[src/rtl/code_lock_ctrl.sv]
`default_nettype none
// ============================================================================
//  Module      : code_lock_ctrl
//  Description : Keypad code lock with failure lockout, auto-relock and
//                in-field code reprogramming.
//  Revision    : 1.0 - initial release
// ============================================================================
module code_lock_ctrl #(
    parameter int                    CODE_LEN       = 4,
    parameter logic [CODE_LEN*4-1:0] DEFAULT_CODE   = 16'h2327,
    parameter int                    MAX_FAILS      = 3,
    parameter int                    OPEN_CYCLES    = 1000,
    parameter int                    LOCKOUT_CYCLES = 5000,
    parameter int                    ENTRY_TO       = 500
) (
    input  logic       i_clk,
    input  logic       i_rst,
    input  logic [3:0] i_code,
    input  logic       i_code_vld,
    input  logic       i_close,
    input  logic       i_prog,
    output logic       o_open,
    output logic       o_locked_out,
    output logic       o_fail,
    output logic       o_prog_done
);

    localparam int c_CW   = CODE_LEN * 4;
    localparam int c_DCW  = $clog2(CODE_LEN + 1);
    localparam int c_TMAX = (OPEN_CYCLES > LOCKOUT_CYCLES) ? OPEN_CYCLES : LOCKOUT_CYCLES;
    localparam int c_TW   = $clog2(c_TMAX + 1);
    localparam int c_IW   = $clog2(ENTRY_TO + 1);
    localparam int c_FW   = $clog2(MAX_FAILS + 1);

    typedef enum logic [2:0] {
        ST_ENTRY   = 3'd0,
        ST_CHECK   = 3'd1,
        ST_OPEN    = 3'd2,
        ST_PROG    = 3'd3,
        ST_LOCKOUT = 3'd4
    } state_t;

    state_t            r_state, w_state_nxt;
    logic [c_CW-1:0]   r_buf, w_buf_nxt, r_code, w_code_nxt, w_shifted;
    logic [c_DCW-1:0]  r_cnt, w_cnt_nxt;
    logic [c_IW-1:0]   r_idle, w_idle_nxt;
    logic [c_TW-1:0]   r_timer, w_timer_nxt;
    logic [c_FW-1:0]   r_fails, w_fails_nxt;
    logic              r_fail, w_fail_nxt, r_prog_done, w_prog_done_nxt;
    logic              w_digit_ok, w_last_digit, w_idle_expired, w_attempt_fail;

    assign w_shifted      = (r_buf << 4) | c_CW'(i_code);
    assign w_digit_ok     = (i_code <= 4'd9);
    assign w_last_digit   = (r_cnt == c_DCW'(CODE_LEN - 1));
    assign w_idle_expired = (r_idle == c_IW'(ENTRY_TO - 1));

    // One shared timer: the open and lockout intervals never overlap.
    always_comb begin
        w_state_nxt     = r_state;
        w_buf_nxt       = r_buf;
        w_cnt_nxt       = r_cnt;
        w_idle_nxt      = r_idle;
        w_timer_nxt     = r_timer;
        w_fails_nxt     = r_fails;
        w_code_nxt      = r_code;
        w_fail_nxt      = 1'b0;
        w_prog_done_nxt = 1'b0;
        w_attempt_fail  = 1'b0;

        case (r_state)
            ST_ENTRY: begin
                if (i_code_vld) begin
                    if (!w_digit_ok) begin
                        w_attempt_fail = 1'b1;
                    end else begin
                        w_buf_nxt  = w_shifted;
                        w_idle_nxt = '0;
                        if (w_last_digit) begin
                            w_cnt_nxt   = c_DCW'(CODE_LEN);
                            w_state_nxt = ST_CHECK;
                        end else begin
                            w_cnt_nxt = r_cnt + 1'b1;
                        end
                    end
                end else if (r_cnt != '0) begin
                    if (w_idle_expired) begin
                        w_buf_nxt  = '0;
                        w_cnt_nxt  = '0;
                        w_idle_nxt = '0;
                    end else begin
                        w_idle_nxt = r_idle + 1'b1;
                    end
                end
            end
            ST_CHECK: begin
                if (r_buf == r_code) begin
                    w_state_nxt = ST_OPEN;
                    w_fails_nxt = '0;
                    w_timer_nxt = c_TW'(OPEN_CYCLES);
                    w_buf_nxt   = '0;
                    w_cnt_nxt   = '0;
                    w_idle_nxt  = '0;
                end else begin
                    w_attempt_fail = 1'b1;
                end
            end
            ST_OPEN: begin
                if (i_close) begin
                    w_state_nxt = ST_ENTRY;
                    w_timer_nxt = '0;
                end else if (i_prog) begin
                    w_state_nxt = ST_PROG;
                end else if (r_timer <= c_TW'(1)) begin
                    w_state_nxt = ST_ENTRY;
                    w_timer_nxt = '0;
                end else begin
                    w_timer_nxt = r_timer - 1'b1;
                end
            end
            ST_PROG: begin
                // Timer is left untouched here so an aborted program resumes it.
                if (i_close) begin
                    w_state_nxt = ST_ENTRY;
                    w_timer_nxt = '0;
                    w_buf_nxt   = '0;
                    w_cnt_nxt   = '0;
                    w_idle_nxt  = '0;
                end else if (i_code_vld) begin
                    if (!w_digit_ok || w_last_digit) begin
                        w_state_nxt = ST_OPEN;
                        w_buf_nxt   = '0;
                        w_cnt_nxt   = '0;
                        w_idle_nxt  = '0;
                        if (w_digit_ok) begin
                            w_code_nxt      = w_shifted;
                            w_prog_done_nxt = 1'b1;
                            w_timer_nxt     = c_TW'(OPEN_CYCLES);
                        end
                    end else begin
                        w_buf_nxt  = w_shifted;
                        w_cnt_nxt  = r_cnt + 1'b1;
                        w_idle_nxt = '0;
                    end
                end else if (r_cnt != '0) begin
                    if (w_idle_expired) begin
                        w_state_nxt = ST_OPEN;
                        w_buf_nxt   = '0;
                        w_cnt_nxt   = '0;
                        w_idle_nxt  = '0;
                    end else begin
                        w_idle_nxt = r_idle + 1'b1;
                    end
                end
            end
            ST_LOCKOUT: begin
                if (r_timer <= c_TW'(1)) begin
                    w_state_nxt = ST_ENTRY;
                    w_timer_nxt = '0;
                end else begin
                    w_timer_nxt = r_timer - 1'b1;
                end
            end
            default: w_state_nxt = ST_ENTRY;
        endcase

        if (w_attempt_fail) begin
            w_fail_nxt = 1'b1;
            w_buf_nxt  = '0;
            w_cnt_nxt  = '0;
            w_idle_nxt = '0;
            if (r_fails >= c_FW'(MAX_FAILS - 1)) begin
                w_state_nxt = ST_LOCKOUT;
                w_fails_nxt = '0;
                w_timer_nxt = c_TW'(LOCKOUT_CYCLES);
            end else begin
                w_state_nxt = ST_ENTRY;
                w_fails_nxt = r_fails + 1'b1;
            end
        end
    end

    always_ff @(posedge i_clk) begin
        if (i_rst) begin
            r_state     <= ST_ENTRY;
            r_code      <= DEFAULT_CODE;
            r_buf       <= '0;
            r_cnt       <= '0;
            r_idle      <= '0;
            r_timer     <= '0;
            r_fails     <= '0;
            r_fail      <= 1'b0;
            r_prog_done <= 1'b0;
        end else begin
            r_state     <= w_state_nxt;
            r_code      <= w_code_nxt;
            r_buf       <= w_buf_nxt;
            r_cnt       <= w_cnt_nxt;
            r_idle      <= w_idle_nxt;
            r_timer     <= w_timer_nxt;
            r_fails     <= w_fails_nxt;
            r_fail      <= w_fail_nxt;
            r_prog_done <= w_prog_done_nxt;
        end
    end

    assign o_open       = (r_state == ST_OPEN) || (r_state == ST_PROG);
    assign o_locked_out = (r_state == ST_LOCKOUT);
    assign o_fail       = r_fail;
    assign o_prog_done  = r_prog_done;

endmodule
`default_nettype wire

[config.mk]
export PLATFORM = sky130hd
export DESIGN_NAME = code_lock_ctrl
export DESIGN_NICKNAME = d
export VERILOG_FILES = /design/src/rtl/code_lock_ctrl.sv
export SDC_FILE = /design/constraint.sdc
export NUM_CORES = 1
export LEC_CHECK = 0
export BUFFER_PORTS_ARGS = -buffer_cell sky130_fd_sc_hd__buf_2
export CAP_MARGIN = 20
export CORE_ASPECT_RATIO = 2
export CORE_UTILIZATION = 50
export CTS_CLUSTER_DIAMETER = 120
export DETAILED_ROUTE_END_ITERATION = 10
export PLACE_DENSITY = 0.67
export SLEW_MARGIN = 25
export SYNTH_ARGS = -nofsm -noshare
export SYNTH_HDL_FRONTEND = slang
export SYNTH_SLANG_ARGS = --single-unit
[constraint.sdc]
create_clock -name i_clk -period 2.8 [get_ports i_clk]
set_clock_uncertainty 0.15 [all_clocks]
set_input_delay 0.42 -clock i_clk [delete_from_list [all_inputs] [get_ports i_clk]]
set_output_delay 0.42 -clock i_clk [all_outputs]
set_load 0.05 [all_outputs]
==> out/metrics.csv, run 1 <==
metric,value,unit
status,"complete, no violations",
timing.critical_path.cells,"nor2_1, and3_1, o21bai_2, nor3_4, a22o_1",
postSynthCellCount,374,
antenna_nets_post_route,0,
hold_path_startpoint,i_code[0],
finish.net_count,403,
placementRows,41,
cts_num_sinks,64,
wl_per_cell,17.23,microns
powerDensity,561.8,nW/um^2
finalHoldViolations,0,
horiz_die_dim,58.98,microns
clockBufferDepth,2,
dieHeight,116.0,microns
final_cells,477,
final_standard_cell_utilization_of_the_core,0.5856,
final.min_clock_period,2426,ps
setup_tns,0,ps
seq_area_frac_synth,0.3946,
detailedRoute.firstPassIterationCount,7,
timing.hold.worst_path_depth,2,
crit_path_max_fanout,18,
placed_cells_incl_taps,463,
grt_antenna_before_repair,0,
worst_path_max_delay_cell,sky130_fd_sc_hd__dfxtp_1,
synth.cells.most_frequent,"64 x sky130_fd_sc_hd__dfxtp_1, 43 x sky130_fd_sc_hd__nor2_1, 23 x sky130_fd_sc_hd__a21oi_1, 22 x sky130_fd_sc_hd__o21ai_0, 18 x sky130_fd_sc_hd__nand2_1",
number_of_cts_inserted_buffers,9,
max_clock_freq,0.4122,GHz
dp.final_hpwl,5906,microns
required_time_at_the_endpoint_of_the_critical_path,2910,ps
synth_top_cell_area_share,0.3946,
reg2reg_depth,5,
cpPeakStageDelay,690,ps
n_antenna_cell,0,
timing.slew.headroom,0.5894,
synth-edff-count,0,
clk_pin_slew_worst_paths,50,ps
total_power,2076,uW
cp.arrival,2540,ps
grt_first_pass_wirelength,13060,microns
ctsResizeCount,0,
hold_path.class,in -> reg,
synth_area,3247,sq um
tightest_slew,613.9,ps
boundaryPins,13,
ys_types,59,
maximum_number_of_pins_on_one_net_before_global_route_repair,28,
synth_top_cell_by_area,sky130_fd_sc_hd__dfxtp_1,
clk_root_buffer_cell,sky130_fd_sc_hd__clkbuf_16,
drive_gt1_frac,0.1125,
post-route-drc-count,0,
slew_violations,0,
proportion_of_synthesized_flip_flops_having_asynchronous_set_or_reset,0,
ctsHoldBuffers,0,
globalRouteOverflowTotal,0,
port_buffers,12,
startpoint_of_the_worst_register_to_register_path,r_state[1]$_SDFFE_PP0P_,
grt_pass1_vias,2770,
period_utilization,0.8664,
worstHoldEndpoint,r_code[0]$_SDFFE_PP1P_,
floorplan.die_area,6839,sq um
post_drt_via_cell_ratio,5.941,
ys.flop_type,sky130_fd_sc_hd__dfxtp_1,
tritoncts,done,
worstReg2RegEnd,r_buf[15]$_SDFFE_PP0P_,
clock_tree.htree_level_count,3,
globalRouteTotalUtil,0.2593,
vdd_ir_drop_max,0.4187,mV
wl,8220,microns
yosys.cell_count.top_type,sky130_fd_sc_hd__dfxtp_1,
clk_latency,330,ps
synthesis.area_per_instance,8.681,sq um
setup_viol_count_final,0,
num_vias,2834,
setup_fix_bufs_post_cts,0,
setup.reg_to_reg.worst_slack,370,ps
power.static_leakage,0.001359,uW
relative_area_change_from_synthesis_to_final_layout,13.80,%
core_outline_area,6310,sq um
gp_routability_congestion,0.9557,
maxCapViolations,0,
yosys-top-cells-area,"sky130_fd_sc_hd__dfxtp_1 39%, sky130_fd_sc_hd__nor2_1 5.0%, sky130_fd_sc_hd__xnor2_1 4.6%",
violation_count_after_the_first_detailed_routing_iteration,155,
synth-seq-cells,64,
critPathKind,reg -> reg,
setup.worst_path.start_class,flop,
timing.critical_path.to_type,flop,
yosys_warnings,0,
grt_setup_unrepaired,no,
initial_utilization,0.5146,
synthesis.nets,389,
==> stage by stage <==
step | setup slack (ps) | hold slack (ps) | cell area (sq um)
floorplan | 482.3 | 290.7 | 3247
global placement | 391.5 | 315.6 | 3415
detailed placement | 374.1 | 324.0 | 3415
CTS | 368.8 | 169.7 | 3689
global route | 216.9 | 174.3 | 3695
finish | 374.2 | 176.0 | 3695
==> how the worst max path moves through the flow <==
| stage | to | start | slack (ps) | cells past startpoint |
|---|---|---|---|---|
| 3_3_place_gp | r_buf[6]$_SDFFE_PP0P_ | i_code_vld | 390 | 6 |
| 3_5_place_dp | r_buf[5]$_SDFFE_PP0P_ | i_code_vld | 370 | 6 |
| 5_1_grt | r_buf[15]$_SDFFE_PP0P_ | r_state[1]$_SDFFE_PP0P_ | 220 | 5 |
| 4_1_cts | r_buf[5]$_SDFFE_PP0P_ | r_state[1]$_SDFFE_PP0P_ | 370 | 4 |
| 6_report | r_buf[15]$_SDFFE_PP0P_ | r_state[1]$_SDFFE_PP0P_ | 370 | 5 |
| 2_1_floorplan | r_timer[3]$_SDFF_PP0_ | r_state[1]$_SDFFE_PP0P_ | 480 | 6 |
==> cell usage in the layout (no fill, tap or decap), types with 3 or more instances in the layout <==
cell / n
sky130_fd_sc_hd__nor4_1: 6
sky130_fd_sc_hd__buf_2: 12
sky130_fd_sc_hd__ha_1: 6
sky130_fd_sc_hd__nor3b_1: 4
sky130_fd_sc_hd__nand4_1: 6
sky130_fd_sc_hd__nor3_4: 3
sky130_fd_sc_hd__xnor2_1: 17
sky130_fd_sc_hd__nor2_1: 43
sky130_fd_sc_hd__and3_1: 3
sky130_fd_sc_hd__dfxtp_1: 64
sky130_fd_sc_hd__a31oi_1: 7
sky130_fd_sc_hd__inv_1: 7
sky130_fd_sc_hd__a22o_1: 16
sky130_fd_sc_hd__nor2b_1: 17
sky130_fd_sc_hd__a21oi_1: 23
sky130_fd_sc_hd__or3_1: 7
sky130_fd_sc_hd__a211o_1: 7
sky130_fd_sc_hd__xor2_1: 4
sky130_fd_sc_hd__a211oi_1: 3
sky130_fd_sc_hd__clkbuf_16: 9
sky130_fd_sc_hd__o21bai_1: 3
sky130_fd_sc_hd__clkbuf_8: 3
sky130_fd_sc_hd__buf_4: 10
sky130_fd_sc_hd__nand2_1: 18
sky130_fd_sc_hd__nor3_1: 15
sky130_fd_sc_hd__mux2i_1: 11
sky130_fd_sc_hd__nand3_1: 3
sky130_fd_sc_hd__o21ai_0: 22
==> sequential cells by signal, summed over array words and instances, names as in the netlist <==
name,flops
o_fail,1
o_prog_done,1
r_buf,16
r_cnt,3
r_code,16
r_fails,2
r_idle,9
r_state,3
r_timer,13
==> critical path: cells and delay by family (launching register included) <==
kind            cells  cell delay, ps
compound gates      2             530
flops               1             690
simple gates        3             990
==> layout make-up <==
type / count / area, sq um
Clock buffer: 14 / 274.0
Fill cell: 577 / 2615
Inverter: 7 / 26.28
Multi-Input combinational cell: 284 / 1871
Sequential cell: 64 / 1281
Tap cell: 86 / 107.6
Timing Repair Buffer: 22 / 135.1
==> where the power goes <==
group / switching (uW) / internal, uW / total, uW / leakage (uW)
Combinational: 70.1 / 39.1 / 109 / 0.000707
Clock: 370 / 661 / 1030 / 0.000135
Sequential: 12.3 / 923 / 935 / 0.000517
==> routing by layer <==
layer,vias up,routed length [microns],global-route usage
li1,1387,-,-
met5,-,0,0
met1,1324,2962,0.2442
met2,97,4588,0.4841
met4,0,337,0.1619
met3,26,331,0.05692
==> logic make-up after synthesis <==
family          synth area share
simple gates              0.2301
compound gates            0.2270
flops                     0.3946
buf+inv                  0.03468
xor+xnor                 0.05665
mux                      0.03391
fa+ha+maj                0.02312
No activity file was read; power rests on OpenSTA's default activity.
==> run 2: changes to the inputs <==
--- a/config.mk
+++ b/config.mk
@@ -7,11 +7,13 @@
 export LEC_CHECK = 0
 export BUFFER_PORTS_ARGS = -buffer_cell sky130_fd_sc_hd__buf_2
 export CAP_MARGIN = 20
-export CORE_ASPECT_RATIO = 2
-export CORE_UTILIZATION = 50
+export CELL_PAD_IN_SITES_DETAIL_PLACEMENT = 0
+export CELL_PAD_IN_SITES_GLOBAL_PLACEMENT = 1
+export CORE_ASPECT_RATIO = 0.9
+export CORE_UTILIZATION = 47
 export CTS_CLUSTER_DIAMETER = 120
 export DETAILED_ROUTE_END_ITERATION = 10
-export PLACE_DENSITY = 0.67
+export PLACE_DENSITY_LB_ADDON = 0.1
 export SLEW_MARGIN = 25
 export SYNTH_ARGS = -nofsm -noshare
 export SYNTH_HDL_FRONTEND = slang
==> out/metrics.csv, run 2 (same netlist as run 1, synthesis figures left out) <==
metric,value,unit,change
power.static_leakage,0.001317,uW,was 0.001359 uW
maximum_number_of_pins_on_one_net_before_global_route_repair,25,,was 28
placementRows,28,,was 41
met3WireLength,223,microns,was 331 microns
n_antenna_cell,0,,unchanged
grt_setup_unrepaired,no,,unchanged
placed_cells_incl_taps,465,,was 463
dieHeight,80.85,microns,was 116.0 microns
setup_fix_bufs_post_cts,0,,unchanged
post_drt_via_cell_ratio,5.669,,was 5.941
final.min_clock_period,2489,ps,was 2426 ps
final_cells,480,,was 477
biggestRegsByFlops,"r_buf (16), r_code (16), r_timer (13)",,unchanged
clockBufferDepth,2,,unchanged
violation_count_after_the_first_detailed_routing_iteration,166,,was 155
core_outline_area,6621,sq um,was 6310 sq um
timing.slew.headroom,0.5669,,was 0.5894
slew_violations,0,,unchanged
required_time_at_the_endpoint_of_the_critical_path,2930,ps,was 2910 ps
timing.critical_path.to_type,flop,,unchanged
cp.arrival,2620,ps,was 2540 ps
dp.final_hpwl,5132,microns,was 5906 microns
clock_tree.htree_level_count,3,,unchanged
critPathKind,reg -> reg,,unchanged
number_of_cts_inserted_buffers,9,,unchanged
routed-wl-met2,3127,microns,was 4588 microns
horiz_die_dim,89.61,microns,was 58.98 microns
initial_utilization,0.4904,,was 0.5146
globalRouteOverflowTotal,0,,unchanged
clk_pin_slew_worst_paths,70,ps,was 50 ps
post-route-drc-count,0,,unchanged
num_vias,2721,,was 2834
pre_cts_ws,330.5,ps,was 374.1 ps
clk_latency,340,ps,was 330 ps
layout_commonest_cell,sky130_fd_sc_hd__dfxtp_1,,unchanged
wl_per_cell,15.34,microns,was 17.23 microns
cpPeakStageDelay,690,ps,about the same
fin_worst_hold_slack,149.0,ps,was 176.0 ps
setup.worst_path.start_class,flop,,unchanged
maxCapViolations,0,,unchanged
grt_pass1_vias,2471,,was 2770
most-common-layout-cells,"64 x sky130_fd_sc_hd__dfxtp_1, 43 x sky130_fd_sc_hd__nor2_1, 23 x sky130_fd_sc_hd__a21oi_1",,unchanged
relative_area_change_from_synthesis_to_final_layout,11.48,%,was 13.80%
max_clock_freq,0.4018,GHz,was 0.4122 GHz
detailedRoute.firstPassIterationCount,5,,was 7
boundaryPins,13,,unchanged
powerDensity,524.9,nW/um^2,was 561.8 nW/um^2
finish.net_count,401,,was 403
timing.critical_path.cells,"inv_1, nor4_1, o21ai_0, nor3_4, a22o_1",,"was nor2_1, and3_1, o21bai_2, nor3_4, a22o_1"
finalHoldViolations,0,,unchanged
status,"complete, no violations",,unchanged
drive_gt1_frac,0.1154,,was 0.1125
grt_antenna_before_repair,0,,unchanged
antenna_nets_post_route,0,,unchanged
crit_path_max_fanout,18,,unchanged
floorplan.die_area,7245,sq um,was 6839 sq um
clk_root_buffer_cell,sky130_fd_sc_hd__clkbuf_8,,was sky130_fd_sc_hd__clkbuf_16
grt_first_pass_wirelength,12200,microns,was 13060 microns
tightest_slew,647.6,ps,was 613.9 ps
setup_tns,0,ps,unchanged
postLayoutCellArea,3620,sq um,was 3695 sq um
finalWorstSetupSlack,311.2,ps,was 374.2 ps
period_utilization,0.8889,,was 0.8664
port_buffers,12,,unchanged
vdd_ir_drop_max,0.2616,mV,was 0.4187 mV
place_area,3405,sq um,was 3415 sq um
worst_path_max_delay_cell,sky130_fd_sc_hd__dfxtp_1,,unchanged
setup_viol_count_final,0,,unchanged
ctsHoldBuffers,0,,unchanged
hold_path.class,in -> reg,,unchanged
m1WireLength,3948,microns,was 2962 microns
gp_routability_congestion,0.8086,,was 0.9557
globalRouteTotalUtil,0.2206,,was 0.2593
wl,7365,microns,was 8220 microns
tritoncts,done,,unchanged
cts_num_sinks,64,,unchanged
top_layer_reached_by_signal_wires,met4,,unchanged
ctsResizeCount,0,,unchanged
==> run 2: stage by stage <==
step | util | total power, uW
CTS | 0.5457 | 1914
detailed placement | 0.5142 | 1057
global route | 0.5467 | 1964
finish | 0.5467 | 1900
global placement | 0.5142 | 1057
floorplan | - | 1027
==> run 2: worst paths after layout <==
check | start | endpoint | slack (ps) | depth (start not counted)
max | r_state[0]$_SDFFE_PP0P_ | r_buf[10]$_SDFFE_PP0P_ | 310 | 5
min | i_code[0] | r_code[0]$_SDFFE_PP1P_ | 150 | 2
max reg2reg | r_state[0]$_SDFFE_PP0P_ | r_buf[10]$_SDFFE_PP0P_ | 310 | 5
min reg2reg | r_fails[0]$_SDFFE_PP0P_ | r_fails[0]$_SDFFE_PP0P_ | 320 | 2
==> run 2: worst max-delay path: cells and delay by family (launching register included) <==
family / cells / cell delay (ps)
and+or+nand+nor: 2 / 880
DFF: 1 / 690
AOI/OAI and AO/OA: 2 / 440
buffers and inverters: 1 / 260
==> run 2: per-layer routing <==
metal	vias up	GRT usage
met3	7	0.05793
li1	1390	-
met4	0	0.05238
met1	1287	0.3181
met2	37	0.3265
met5	-	0
==> run 2: final cells by class <==
cell class,count,area [sq um]
fillers,661,3002
multi-input cells,284,1871
flip-flops and latches,64,1281
clock buffers,9,123.9
repair buffers,20,120.1
well taps,90,112.6
clock inverters,6,85.08
inverters,7,26.28
==> run 2: report_power, final <==
| part | switching, uW | internal (uW) |
|---|---|---|
| clock network | 369 | 493 |
| logic | 67.6 | 38.9 |
| registers | 11.1 | 920 |
| total | 448 | 1450 |
